### config.mk
export PLATFORM = sky130hd
export DESIGN_NAME = vga_sync
export DESIGN_NICKNAME = d
export VERILOG_FILES = /design/src/rtl/vga_timing_pkg.sv /design/src/rtl/mod_counter.sv /design/src/rtl/vga_sync.sv
export SDC_FILE = /design/constraint.sdc
export NUM_CORES = 1
export LEC_CHECK = 0
export ABC_AREA = 1
export CELL_PAD_IN_SITES_DETAIL_PLACEMENT = 1
export CELL_PAD_IN_SITES_GLOBAL_PLACEMENT = 1
export CORE_UTILIZATION = 39
export CTS_CLUSTER_DIAMETER = 60
export DETAILED_ROUTE_END_ITERATION = 8
export PLACE_DENSITY_LB_ADDON = 0.1
export SLEW_MARGIN = 20
export SYNTH_ARGS = -nofsm -noshare
export SYNTH_HDL_FRONTEND = slang
export SYNTH_SLANG_ARGS = --single-unit
### constraint.sdc
create_clock -name clk -period 5.35 [get_ports clk]
set_input_delay 1.3375 -clock clk [delete_from_list [all_inputs] [get_ports clk]]
set_output_delay 1.3375 -clock clk [all_outputs]
set_load 0.1 [all_outputs]
### src/rtl/vga_timing_pkg.sv
// Shared VGA timing constants for the vga_sync slice.
// Holds the default 640x480@60 timing numbers, the derived line/frame totals,
// the counter width limit, and a helper that maps "in sync pulse" onto the
// configured sync polarity.
package vga_timing_pkg;

  localparam int unsigned DEF_H_DISPLAY = 640;
  localparam int unsigned DEF_H_FRONT   = 16;
  localparam int unsigned DEF_H_SYNC    = 96;
  localparam int unsigned DEF_H_BACK    = 48;

  localparam int unsigned DEF_V_DISPLAY = 480;
  localparam int unsigned DEF_V_FRONT   = 10;
  localparam int unsigned DEF_V_SYNC    = 2;
  localparam int unsigned DEF_V_BACK    = 33;

  localparam int unsigned H_TOTAL = DEF_H_DISPLAY + DEF_H_FRONT + DEF_H_SYNC + DEF_H_BACK;
  localparam int unsigned V_TOTAL = DEF_V_DISPLAY + DEF_V_FRONT + DEF_V_SYNC + DEF_V_BACK;

  localparam int unsigned CNT_W   = 10;
  localparam int unsigned CNT_MAX = 1 << CNT_W;

  // Sync line level for a pixel: asserted level inside the pulse, idle outside.
  function automatic logic sync_level(input logic in_pulse, input logic pol);
    return in_pulse ? pol : ~pol;
  endfunction

endpackage

### src/rtl/mod_counter.sv
// Modulo-N counter with enable.
// Ports:
//   i_clk   - clock, all state on rising edge
//   i_rst   - synchronous active-high reset, loads MODULUS-1 so the first
//             enabled edge after reset lands on 0
//   i_ce    - advance enable
//   o_count - registered count, 0..MODULUS-1
//   o_next  - value o_count takes on the next edge (combinational), used by
//             the parent to register decodes aligned with the count
//   o_wrap  - high when the next edge wraps the count to 0 (includes i_ce)
module mod_counter #(
  parameter int unsigned MODULUS = 800,
  parameter int unsigned WIDTH   = 10
) (
  input  logic             i_clk,
  input  logic             i_rst,
  input  logic             i_ce,
  output logic [WIDTH-1:0] o_count,
  output logic [WIDTH-1:0] o_next,
  output logic             o_wrap
);

  localparam logic [WIDTH-1:0] LAST = WIDTH'(MODULUS - 1);

  logic w_at_last;

  always_comb begin
    w_at_last = (o_count == LAST);
    o_wrap    = i_ce && w_at_last;
    o_next    = o_count;
    if (i_ce) begin
      o_next = w_at_last ? '0 : o_count + WIDTH'(1);
    end
  end

  always_ff @(posedge i_clk) begin
    if (i_rst) begin
      o_count <= LAST;
    end else begin
      o_count <= o_next;
    end
  end

endmodule

### src/rtl/vga_sync.sv
// VGA sync generator.
// Produces pixel/line counters and registered hsync/vsync/video_on and
// line/frame start strobes. All decoded outputs are computed from the next
// counter values so they describe the same pixel as x/y in the same cycle.
// Ports:
//   clk         - pixel clock
//   rst         - synchronous active-high reset (wins over ce)
//   ce          - pixel advance enable; outputs hold while low
//   hsync/vsync - sync pulses, asserted level = SYNC_POL
//   video_on    - current pixel is inside the visible area
//   x, y        - current pixel column / line
//   line_start  - x == 0
//   frame_start - x == 0 and y == 0
module vga_sync
  import vga_timing_pkg::*;
#(
  parameter int unsigned H_DISPLAY = DEF_H_DISPLAY,
  parameter int unsigned H_FRONT   = DEF_H_FRONT,
  parameter int unsigned H_SYNC    = DEF_H_SYNC,
  parameter int unsigned H_BACK    = DEF_H_BACK,
  parameter int unsigned V_DISPLAY = DEF_V_DISPLAY,
  parameter int unsigned V_FRONT   = DEF_V_FRONT,
  parameter int unsigned V_SYNC    = DEF_V_SYNC,
  parameter int unsigned V_BACK    = DEF_V_BACK,
  parameter logic        SYNC_POL  = 1'b0
) (
  input  logic       clk,
  input  logic       rst,
  input  logic       ce,
  output logic       hsync,
  output logic       vsync,
  output logic       video_on,
  output logic [9:0] x,
  output logic [9:0] y,
  output logic       line_start,
  output logic       frame_start
);

  localparam int unsigned H_TOT = H_DISPLAY + H_FRONT + H_SYNC + H_BACK;
  localparam int unsigned V_TOT = V_DISPLAY + V_FRONT + V_SYNC + V_BACK;

  if (H_TOT > CNT_MAX || V_TOT > CNT_MAX) begin : g_bad_timing
    $error("vga_sync: timing totals exceed the 10-bit counter range");
  end

  localparam logic [9:0] H_VIS      = 10'(H_DISPLAY);
  localparam logic [9:0] HS_FIRST   = 10'(H_DISPLAY + H_FRONT);
  localparam logic [9:0] HS_LAST    = 10'(H_DISPLAY + H_FRONT + H_SYNC - 1);
  localparam logic [9:0] V_VIS      = 10'(V_DISPLAY);
  localparam logic [9:0] VS_FIRST   = 10'(V_DISPLAY + V_FRONT);
  localparam logic [9:0] VS_LAST    = 10'(V_DISPLAY + V_FRONT + V_SYNC - 1);

  logic [9:0] w_x_next;
  logic [9:0] w_y_next;
  logic       w_h_wrap;
  logic       w_v_wrap;

  mod_counter #(
    .MODULUS (H_TOT),
    .WIDTH   (CNT_W)
  ) u_hcnt (
    .i_clk   (clk),
    .i_rst   (rst),
    .i_ce    (ce),
    .o_count (x),
    .o_next  (w_x_next),
    .o_wrap  (w_h_wrap)
  );

  // Vertical counter only advances on the horizontal wrap; w_h_wrap already
  // carries ce, so a frozen pixel clock also freezes the line count.
  mod_counter #(
    .MODULUS (V_TOT),
    .WIDTH   (CNT_W)
  ) u_vcnt (
    .i_clk   (clk),
    .i_rst   (rst),
    .i_ce    (w_h_wrap),
    .o_count (y),
    .o_next  (w_y_next),
    .o_wrap  (w_v_wrap)
  );

  logic w_unused;
  assign w_unused = w_v_wrap;

  always_ff @(posedge clk) begin
    if (rst) begin
      hsync       <= ~SYNC_POL;
      vsync       <= ~SYNC_POL;
      video_on    <= 1'b0;
      line_start  <= 1'b0;
      frame_start <= 1'b0;
    end else if (ce) begin
      hsync       <= sync_level((w_x_next >= HS_FIRST) && (w_x_next <= HS_LAST), SYNC_POL);
      vsync       <= sync_level((w_y_next >= VS_FIRST) && (w_y_next <= VS_LAST), SYNC_POL);
      video_on    <= (w_x_next < H_VIS) && (w_y_next < V_VIS);
      line_start  <= (w_x_next == '0);
      frame_start <= (w_x_next == '0) && (w_y_next == '0);
    end
  end

endmodule
Word level (Yosys, flattened, before mapping)
Cells that the tools add are included.
{"block": "totals", "regBits": 25, "output_inout_bits": 25}
{"block": "classes", "addsub": 2, "order_cmp": 6, "n_eq_ne": 2, "mux": 6, "n_reduce_logical": 7}
{"cell": "two-way mux 10 bit", "n": 4}
{"cell": "adder 10 x 1 -> 10 bit (second input constant)", "n": 2}
{"cell": "equality test 10 bit (second input constant)", "n": 2}
{"cell": "zero test 10 bit", "n": 2}
{"cell": ">= comparator 10 bit (second input constant)", "n": 1}
{"cell": ">= comparator 10 x 9 -> 1 bit (second input constant)", "n": 1}
{"cell": "<= comparator 10 bit (second input constant)", "n": 1}
{"cell": "<= comparator 10 x 9 -> 1 bit (second input constant)", "n": 1}
{"cell": "less-than comparator 10 bit (second input constant)", "n": 1}
{"cell": "less-than comparator 10 x 9 -> 1 bit (second input constant)", "n": 1}
{"cell": "logical AND 1 bit", "n": 5}
{"cell": "two-way mux 1 bit", "n": 2}

Longest topological paths before layout
Gate-level depths: netlist (run 1).
{"block": "depth", "depth_word": 6, "mapped_depth": 15, "mapped_depth_nobuf": 15}

By module
A second synthesis (run 1) with hierarchy kept.
{"block": "hier_totals", "hier_cells": 240, "hier_area_um2": 1551.5}
{"module": "mod_counter (u_vcnt)", "n_inst": 1, "cells_each": 103, "area_per_inst_um2": 654.4, "seq_area_each_um2": 200.2}
{"module": "mod_counter (u_hcnt)", "n_inst": 1, "cells_each": 88, "area_per_inst_um2": 591.8, "seq_area_each_um2": 200.2}
{"module": "vga_sync", "n_inst": 1, "cells_each": 49, "area_per_inst_um2": 305.3, "seq_area_each_um2": 100.1}

Worst setup path after synthesis (run 1)
Ideal clock, no wire load.
{"block": "synth_path", "path_type": "input-to-reg", "start": "input ce", "end": "register frame_start", "setup_time_ns": 0.067, "arrival_time_ns": 2.465, "setup_slack_ns": 2.819, "path_stages": 11, "path_buffers": 1, "path_cell_list": "buf_4 -> nand2_2 -> nor2_4 -> nand3_1 -> nand2_1 -> nand2_1 -> nor2_1 -> nand3_1 -> nor2_1 -> nand3_1 -> a21oi_2"}
{"block": "synth_via", "elab_chain_cells": 4, "word_cells_on_any_way": 6, "classes_between": "mux: 2; reduce/logical: 4"}
{"element": "start: declaration", "line_no": "vga_sync.sv:29", "rtl": "input logic ce,"}
{"element": "logical AND 1 bit", "line_no": "mod_counter.sv:29", "rtl": "o_wrap = i_ce && w_at_last;"}
{"element": "two-way mux 10 bit", "line_no": "mod_counter.sv:31", "rtl": "if (i_ce) begin"}
{"element": "zero test 10 bit", "line_no": "vga_sync.sv:99", "rtl": "frame_start <= (w_x_next == '0) && (w_y_next == '0);"}
{"element": "logical AND 1 bit", "line_no": "vga_sync.sv:99"}
{"element": "end signal: assignment", "line_no": "vga_sync.sv:99"}
{"element": "end: declaration", "line_no": "vga_sync.sv:36", "rtl": "output logic frame_start"}
Parallel ways exist; a longest one is shown, timed or not.
A chain may end at the register's enable or synchronous reset.

Final worst setup path (run 1)
{"block": "layout_path", "start": "register u_vcnt.o_count[0]", "end": "output y[0]"}
{"element": "start: declaration", "line_no": "mod_counter.sv:18", "rtl": "output logic [WIDTH-1:0] o_count,"}
{"element": "start signal: assignment", "line_no": "mod_counter.sv:40", "rtl": "o_count <= o_next;"}
{"element": "end: declaration", "line_no": "vga_sync.sv:34", "rtl": "output logic [9:0] y,"}
No word-level cell between the ends.

==> results.json, run 1 <==
{
  "cts_max_level": 1,
  "grt_max_degree": 17,
  "final_antenna_net_count": 0,
  "grtUsageTotal_pct": 22.8,
  "setup_viol_count_final": 0,
  "yosysSeqAreaShare_pct": 30.7,
  "synth_xor_area_share_pct": 2.68,
  "cpPeakStageDelay_ns": 1.19,
  "reg2reg_depth": 12,
  "portBuffers": 27,
  "reg2reg_from": "u_vcnt.o_count[0]$_SDFF_PP0_",
  "drt_iter0_markers": 72,
  "hold_viol_final": 0,
  "cts_root_buf": "clkbuf_8",
  "critical_path_class": "flip-flop to output pin",
  "vias_per_cell": 4.88,
  "outcome": "finished, final reports clean",
  "drv_cap": 0,
  "setup_tns_ns": 0,
  "dieHeight_um": 66.7,
  "crit_buf_inv": 1,
  "gr-total-overflow": 0,
  "hpwl_um": 3590,
  "leakage_uw": 0.000949,
  "worst_setup_path_end_kind": "output pin",
  "grt_pass1_wl_um": 7650,
  "period_minus_slack_ns": 3.32,
  "synth-simple-area-share_pct": 48.5,
  "critPathArrivalTime_ns": 1.98,
  "whs_ns": 0.492,
  "crit_end": "y[0]",
  "yosys_warnings": 0,
  "reg2reg_slack_ns": 3.19,
  "drc": 0,
  "syn_to_final_growth_pct": 22.5,
  "critPathTopFamily": "buffers and inverters",
  "place_congestion": 0.836,
  "crit_chain": "clkdlybuf4s50_1",
  "netlist_instances": 266,
  "synth_flop_cell": "dfxtp_1",
  "synth_top_family_by_area": "simple AND/OR/NAND/NOR gates",
  "antenna_found_initial": 0,
  "yosys.area_share.adder_pct": 2.30,
  "clk-insertion-delay-late_ns": 0.27,
  "fp-row-count": 23,
  "dr.pass1.iters": 4,
  "antenna_cells": 0,
  "cts_resized": 0,
  "die_width_um": 66.7,
  "ys_async_sr_fraction_pct": 0,
  "fmax_mhz": 302,
  "cts_tree": "built",
  "cts_made_buffers": 3,
  "clock_skew_ns": 0.00671,
  "start_util_pct": 40.8,
  "slew_headroom_pct": 34.4,
  "start_kind": "flip-flop",
  "post_cts_buffers": 0,
  "synth_edf_count": 0,
  "rsz0062_at_grt": "false",
  "cts_hold_buf": 0,
  "irDropWorstVdd_v": 0.000229,
  "hold_path.class": "flip-flop to flip-flop",
  "cts.path.max_buffers": 2,
  "drt_wl_total_um": 4500,
  "powerDensity_mw_per_mm2": 346,
  "slew_violations": 0,
  "dieArea_mm2": 0.00445,
  "crit_required_ns": 4.01,
  "layout.nets": 301,
  "first_global_vias": 1611,
  "num_vias": 1679,
  "synth-compound-area-share_pct": 6.37,
  "cts.sinks": 25,
  "ys_types": 28,
  "worstMarginPinSlew_ns": 0.981,
  "startpoint": "u_vcnt.o_count[0]$_SDFF_PP0_",
  "worstPathMaxFanout": 8,
  "post-route-period-util_pct": 62.0,
  "r2r-end": "vsync$_SDFFE_PP1P_",
  "synthesis.nets": 272,
  "drive_above_1_share_pct": 8.50,
  "io_pins": 28,
  "power_uw": 692,
  "syn_area_per_cell_um2": 6.13,
  "cts.clk_slew.worst_paths_ns": 0.09,
  "core_mm2": 0.00400,
  "synth-seq-cells": 25,
  "synthMuxAreaShare_pct": 0,
  "routedWlPerCell_um": 13.1,
  "path_depth": 1,
  "syn-cell-area_mm2": 0.00163,
  "cp_slowest_cell": "clkdlybuf4s50_1"
}
-- cell usage in the layout, fill, tap and decap left out, drive strengths merged --
| cell type | n |
|---|---|
| clkinvlp | 1 |
| nor2 | 44 |
| clkinv | 1 |
| nand2 | 94 |
| xor2 | 2 |
| o21bai | 2 |
| inv | 36 |
| nand3 | 27 |
| xnor2 | 3 |
| dfxtp | 25 |
| a21oi | 10 |
| clkdlybuf4s50 | 27 |
| or2 | 1 |
| o21ai | 4 |
| o31ai | 1 |
| nand4 | 7 |
| ha | 3 |
| nor3 | 3 |
| clkbuf | 3 |
-- layer usage --
metal  share of wire (%)  GRT usage [%]  vias to the layer above
met5                   0              0                        -
met4                0.60           3.19                        0
li1                    -              -                      892
met2                  41           33.6                       19
met3                 2.9           4.11                        2
met1                  55           34.4                      766
-- worst min path at each step --
| stage | slack, ns | from | cells past startpoint | endpoint |
|---|---|---|---|---|
| floorplan | 0.91 | video_on$_SDFFE_PP0P_ | 2 | video_on$_SDFFE_PP0P_ |
| global placement | 0.46 | vsync$_SDFFE_PP1P_ | 2 | vsync$_SDFFE_PP1P_ |
| detailed placement | 0.48 | frame_start$_SDFFE_PP0P_ | 2 | frame_start$_SDFFE_PP0P_ |
| CTS | 0.50 | frame_start$_SDFFE_PP0P_ | 2 | frame_start$_SDFFE_PP0P_ |
| global route | 0.52 | video_on$_SDFFE_PP0P_ | 2 | video_on$_SDFFE_PP0P_ |
| finish | 0.49 | frame_start$_SDFFE_PP0P_ | 2 | frame_start$_SDFFE_PP0P_ |
-- tightest hold or removal path, delay by kind of cell (launching register included) --
kind	cells	cell delay [ns]
AOI/OAI and AO/OA	1	0.05
DFF	1	0.33
and+or+nand+nor	1	0.08
-- cells by family after synthesis --
family	count (synthesis)
adder cells (fa/ha/maj)	3
flip-flops	25
buffers and inverters	40
AND/OR/NAND/NOR	176
AO/OA/AOI/OAI	17
XOR/XNOR	5
-- area by class of cell --
class                   instances  area [um2]
repair buffers                 27         270
clock buffers                   3        41.3
multi-input cells             201         977
well taps                      50        62.6
flip-flops and latches         25         500
inverters                      37         139
clock inverters                 1        7.51
fillers                       580        2000
-- per-stage QoR --
stage / std cells / setup slack, ns / util [%] / cell area (um2)
after floorplan: 266 / 2.82 / - / 1630
after global placement: 340 / 1.87 / 48.7 / 1950
after detailed placement: 340 / 1.83 / 48.7 / 1950
after CTS: 344 / 2.01 / 50.0 / 2000
after global routing: 344 / 1.92 / 50.0 / 2000
final: 344 / 2.03 / 50.0 / 2000
-- registers in the layout, indices dropped and copies added, names as in the netlist --
name	count
frame_start	1
hsync	1
line_start	1
u_hcnt.o_count	10
u_vcnt.o_count	10
video_on	1
vsync	1
-- synth_stat cells, types with 3 or more instances --
master,count,area (um2)
nand2_1,89,334
nor2_1,38,143
inv_1,34,128
nand3_1,26,130
dfxtp_1,25,500
a21oi_1,9,45.0
nand2_2,5,31.3
nand4_1,5,31.3
ha_1,3,37.5
nor2_2,3,18.8
xnor2_1,3,26.3
-- where the power goes --
group	total, uW	switching [uW]	leakage, uW	internal, uW
Clock	116	63.1	0.0000217	52.8
Combinational	347	260	0.000723	87.3
Sequential	228	24.9	0.000204	204
(Power assumes the default switching activity.)
==> run 2: changes to the inputs <==
--- a/config.mk
+++ b/config.mk
@@ -8,7 +8,7 @@
 export ABC_AREA = 1
 export CELL_PAD_IN_SITES_DETAIL_PLACEMENT = 1
 export CELL_PAD_IN_SITES_GLOBAL_PLACEMENT = 1
-export CORE_UTILIZATION = 39
+export CORE_UTILIZATION = 36
 export CTS_CLUSTER_DIAMETER = 60
 export DETAILED_ROUTE_END_ITERATION = 8
 export PLACE_DENSITY_LB_ADDON = 0.1
==> constraint.sdc (replaced) <==
create_clock -name clk -period 3.47 [get_ports clk]
set_input_delay 0.8675 -clock clk [delete_from_list [all_inputs] [get_ports clk]]
set_output_delay 0.8675 -clock clk [all_outputs]
set_load 0.1 [all_outputs]
==> run 2 against run 1 <==
Effect of this change:
- non-clock buffer count is 1 higher
- register-to-register slack lost 1.8 ns
- die area up 8.1%
- critical path type is now input pin to flip-flop
- combinational power is 52% higher
- total power rose by 53%
- largest cell class unchanged
- largest power group unchanged
- global-route usage down 2.2 points
- final cell count is 0.87% higher
- highest routed layer unchanged
- sequential power is 55% higher
==> results.json, run 2 (synthesis results as in run 1) <==
{
  "outcome": "finished, final reports clean",
  "grtUsageTotal_pct": 20.5,
  "cp_common_cell": "nand3_1",
  "setup_viol_count_final": 0,
  "clock_skew_ns": 0.00664,
  "antenna_found_initial": 0,
  "slew_violations": 0,
  "drc": 0,
  "final_common_cell": "nand2_1",
  "fp-row-count": 24,
  "reg2reg_slack_ns": 1.35,
  "vias_per_cell": 4.93,
  "dr.pass1.iters": 4,
  "cts.sinks": 25,
  "reg2reg_from": "u_vcnt.o_count[0]$_SDFF_PP0_",
  "place_congestion": 0.807,
  "num_vias": 1710,
  "reg2reg_depth": 12,
  "fmax_mhz": 373,
  "cts_tree": "built",
  "drive_above_1_share_pct": 16.9,
  "critPathArrivalTime_ns": 2.89,
  "final_antenna_net_count": 0,
  "start_kind": "input pin",
  "syn_to_final_growth_pct": 19.0,
  "cts_hold_buf": 0,
  "cpPeakStageDelay_ns": 0.75,
  "hold_viol_final": 0,
  "gr-total-overflow": 0,
  "grt_max_degree": 17,
  "period_minus_slack_ns": 2.68,
  "grt_pass1_wl_um": 8100,
  "holdPathEnd": "video_on$_SDFFE_PP0P_",
  "crit_chain": "clkdlybuf4s50_1 > nand2_2 > nor2_4 > nand3_1 > nand2_1 > nand2_1 > nor2_1 > nand3_1 > nor2_1 > nand3_1 > a21oi_2",
  "cts_max_level": 1,
  "cp_slowest_cell": "clkdlybuf4s50_1",
  "r2r-end": "vsync$_SDFFE_PP1P_",
  "rsz0062_at_grt": "false",
  "mostFrequentLayoutCells": "89 x nand2_1, 38 x nor2_1, 34 x inv_1, 26 x nand3_1, 26 x buf_4",
  "worstMarginPinSlew_ns": 0.454,
  "setup_tns_ns": 0,
  "leakage_uw": 0.000982,
  "cts_root_buf": "clkbuf_8",
  "antenna_cells": 0,
  "core_mm2": 0.00435,
  "hold-path-cell-count": 2,
  "cts_resized": 0,
  "clk-insertion-delay-late_ns": 0.27,
  "start_util_pct": 37.5,
  "portBuffers": 27,
  "worstPathMaxFanout": 11,
  "reg_top3": "u_hcnt.o_count: 10 flops, u_vcnt.o_count: 10 flops",
  "hpwl_um": 3780,
  "hold_path.class": "flip-flop to flip-flop",
  "min_from": "video_on$_SDFFE_PP0P_",
  "dp.cells": 343,
  "layout.nets": 302,
  "die_width_um": 69.3,
  "cts.clk_slew.worst_paths_ns": 0.09,
  "crit_required_ns": 3.68,
  "final_cell_count_no_fill": 347,
  "cts.path.max_buffers": 2,
  "final_core_util_pct": 44.6,
  "powerDensity_mw_per_mm2": 544,
  "routedWlPerCell_um": 13.4,
  "whs_ns": 0.498,
  "post_cts_buffers": 0,
  "io_pins": 28,
  "dieHeight_um": 69.3,
  "slew_headroom_pct": 69.6,
  "drt_wl_total_um": 4660,
  "post-route-period-util_pct": 77.3,
  "irDropWorstVdd_v": 0.000246,
  "cts_made_buffers": 3,
  "first_global_vias": 1780,
  "drv_cap": 0,
  "drt_iter0_markers": 70,
  "worst_setup_path_end_kind": "flip-flop",
  "critical_path_class": "input pin to flip-flop",
  "dieArea_mm2": 0.00481,
  "n_fill_cell": 614
}
-- run 2: changes by cell type in the layout (fill, tap and decap cells not counted), sizes merged --
cell | before | now
buf | 0 | 26
clkbuf | 3 | 4
clkdlybuf4s50 | 27 | 2
clkinvlp | 1 | 0
-- run 2: layout make-up --
cell class                      instances  area, um2  share of cell area, %
Sequential cell                        25        500                   25.8
Tap cell                               52       65.1                   3.35
Timing Repair Buffer                   28        215                   11.1
Multi-Input combinational cell        201        977                   50.3
Inverter                               37        139                   7.15
Clock buffer                            4       45.0                   2.32
-- run 2: worst max-delay path: cells and delay by family --
kind | cells | cell delay (ns)
simple gates | 9 | 1.15
buf+inv | 1 | 0.75
compound gates | 1 | 0.12
-- run 2: worst max path at each step --
stage                                          end                         start  cells past startpoint
after CTS                 frame_start$_SDFFE_PP0P_                            ce                     11
after floorplan                 vsync$_SDFFE_PP1P_  u_vcnt.o_count[0]$_SDFF_PP0_                     12
after global routing            hsync$_SDFFE_PP1P_                            ce                     10
after global placement    frame_start$_SDFFE_PP0P_                            ce                     11
after detailed placement  frame_start$_SDFFE_PP0P_                            ce                     11
final                     frame_start$_SDFFE_PP0P_                            ce                     11
-- run 2: power by group --
group	internal, uW	switching (uW)
clock	82.1	93.1
sequential	314	39.4
combinational	126	401
total	522	534
-- run 2: stage by stage --
stage	power [uW]	instance area [um2]	setup WS, ns
after detailed placement	892	1900	0.505
after global routing	1130	1940	0.513
after global placement	888	1900	0.507
after CTS	1070	1940	0.769
final	1060	1940	0.788
after floorplan	777	1630	0.952
-- run 2: layer usage --
layer	vias up	part of all wire, %	GRT usage (%)
li1	885	-	-
met1	797	45	25.4
met2	24	51	38.0
met3	4	2.7	1.74
met4	0	1.0	5.22
met5	-	0	0
==> run 3: changes to the inputs <==
--- a/config.mk
+++ b/config.mk
@@ -8,7 +8,7 @@
 export ABC_AREA = 1
 export CELL_PAD_IN_SITES_DETAIL_PLACEMENT = 1
 export CELL_PAD_IN_SITES_GLOBAL_PLACEMENT = 1
-export CORE_UTILIZATION = 36
+export CORE_UTILIZATION = 33
 export CTS_CLUSTER_DIAMETER = 60
 export DETAILED_ROUTE_END_ITERATION = 8
 export PLACE_DENSITY_LB_ADDON = 0.1
==> constraint.sdc (replaced) <==
create_clock -name clk -period 2.26 [get_ports clk]
set_input_delay 0.565 -clock clk [delete_from_list [all_inputs] [get_ports clk]]
set_output_delay 0.565 -clock clk [all_outputs]
set_load 0.1 [all_outputs]
==> run 3 against run 2 <==
Effect of this change:
- critical path depth unchanged
- sequential share of layout area shrank 0.97 points
- highest routed layer unchanged
- global-route usage shrank 1.1 points
- critical endpoint unchanged
- via count grew 0.99%
- clock-buffer cell count fell by 1
==> results.json, run 3 (synthesis results as in run 1) <==
{
  "outcome": "finished, final reports clean",
  "die_width_um": 72.3,
  "setup_slack_ns": 0.183,
  "crit_required_ns": 2.47,
  "routedWlPerCell_um": 12.9,
  "grtUsageTotal_pct": 19.4,
  "first_global_vias": 1610,
  "post-route-period-util_pct": 91.9,
  "cts.clk_slew.worst_paths_ns": 0.09,
  "drive_above_1_share_pct": 23.9,
  "grt_pass1_wl_um": 7910,
  "power_uw": 1660,
  "final_common_cell": "nand2_1",
  "cp_slowest_cell": "clkdlybuf4s50_1",
  "path_depth": 11,
  "reg2reg_slack_ns": 0.31,
  "startpoint": "ce",
  "place_ws_ns": -0.129,
  "crit_buf_inv": 1,
  "crit_chain": "clkdlybuf4s50_1 > nand2_1 > nor2_2 > nand2_1 > nor2_1 > nand3_1 > nand3_1 > nand3_1 > nor2_2 > nand3_1 > a21oi_2",
  "drv_cap": 0,
  "period_minus_slack_ns": 2.08,
  "reg2reg_depth": 12,
  "slew_violations": 0,
  "io_pins": 28,
  "vias_per_cell": 4.63,
  "design_area_mm2": 0.00206,
  "cts_max_level": 1,
  "reg2reg_from": "u_vcnt.o_count[0]$_SDFF_PP0_",
  "syn_to_final_growth_pct": 26.5,
  "clk-insertion-delay-late_ns": 0.27,
  "grt_max_degree": 16,
  "cts_made_buffers": 3,
  "powerDensity_mw_per_mm2": 803,
  "fp-row-count": 25,
  "dr.pass1.iters": 4,
  "start_util_pct": 34.3,
  "layout.nets": 313,
  "dieArea_mm2": 0.00523,
  "hold_viol_final": 0,
  "r2r-end": "vsync$_SDFFE_PP1P_",
  "critPathTopFamily": "simple AND/OR/NAND/NOR gates",
  "clock_skew_ns": 0.00451,
  "num_vias": 1727,
  "antenna_found_initial": 0,
  "cts_resized": 0,
  "placed_area_mm2": 0.00201,
  "portBuffers": 27,
  "cts_root_buf": "clkbuf_8",
  "drc": 0,
  "start_kind": "input pin",
  "worstMarginPinSlew_ns": 0.383,
  "worstPathMaxFanout": 4,
  "hold_path.class": "flip-flop to flip-flop",
  "setup_tns_ns": 0,
  "cp_common_cell": "nand3_1",
  "fmax_mhz": 482,
  "critical_path_class": "input pin to flip-flop",
  "irDropWorstVdd_v": 0.000372,
  "place_congestion": 0.803,
  "cpPeakStageDelay_ns": 0.54,
  "core_mm2": 0.00475,
  "leakage_uw": 0.00104,
  "antenna_cells": 0,
  "worst_setup_path_end_kind": "flip-flop",
  "reg_top3": "u_hcnt.o_count: 10 flops, u_vcnt.o_count: 10 flops",
  "crit_end": "frame_start$_SDFFE_PP0P_",
  "cts.sinks": 25,
  "hpwl_um": 3830,
  "mostFrequentLayoutCells": "89 x nand2_1, 37 x nor2_1, 37 x buf_4, 34 x inv_1, 26 x nand3_1",
  "cts_hold_buf": 0,
  "critPathArrivalTime_ns": 2.29,
  "drt_iter0_markers": 91,
  "dieHeight_um": 72.3,
  "post_cts_buffers": 0,
  "cts_tree": "built",
  "cts.path.max_buffers": 2,
  "setup_viol_count_final": 0,
  "final_antenna_net_count": 0,
  "slew_headroom_pct": 74.3,
  "rsz0062_at_grt": "false",
  "drt_wl_total_um": 4790,
  "gr-total-overflow": 0
}
[run 3: through the flow]
stage / hold slack (ns) / utilization, % / instances
2_1_floorplan: 0.744 / - / 266
3_3_place_gp: 0.464 / 42.3 / 369
3_5_place_dp: 0.460 / 42.3 / 369
4_1_cts: 0.477 / 43.2 / 373
5_1_grt: 0.494 / 43.4 / 373
6_report: 0.474 / 43.4 / 373
[run 3: per-layer routing]
layer | vias to the layer above | track usage [%] | part of all wire, %
li1 | 909 | - | -
met3 | 2 | 2.92 | 2.2
met4 | 0 | 3.27 | 0.67
met1 | 793 | 29.9 | 55
met5 | - | 0 | 0
met2 | 23 | 28.8 | 42
[run 3: how the worst min path moves through the flow]
stage / startpoint / to / slack, ns / depth (start not counted)
2_1_floorplan: u_vcnt.o_count[4]$_SDFF_PP0_ / u_vcnt.o_count[4]$_SDFF_PP0_ / 0.74 / 2
3_3_place_gp: video_on$_SDFFE_PP0P_ / video_on$_SDFFE_PP0P_ / 0.46 / 2
3_5_place_dp: video_on$_SDFFE_PP0P_ / video_on$_SDFFE_PP0P_ / 0.46 / 2
4_1_cts: video_on$_SDFFE_PP0P_ / video_on$_SDFFE_PP0P_ / 0.48 / 2
5_1_grt: video_on$_SDFFE_PP0P_ / video_on$_SDFFE_PP0P_ / 0.49 / 2
6_report: video_on$_SDFFE_PP0P_ / video_on$_SDFFE_PP0P_ / 0.47 / 2
[run 3: area by class of cell]
cell class	instances	area [um2]
clock inverter	1	5.00
sequential	25	512
tap	67	83.8
fill	646	2690
multi-input combinational	201	985
clock buffer	3	41.3
inverter	37	139
timing repair buffer	39	298
[run 3: power by group]
group          total [uW]  leakage (uW)  switching (uW)  internal [uW]
logic                 837      0.000808             630            207
registers             548      0.000204            61.8            486
clock network         272     0.0000255             149            123
total                1660       0.00104             841            817
[run 3: tightest hold or removal path, stage by stage, from the launching register on]
cell	delay, ns
dfxtp_1	0.32
nand2_1	0.06
a21oi_1	0.05
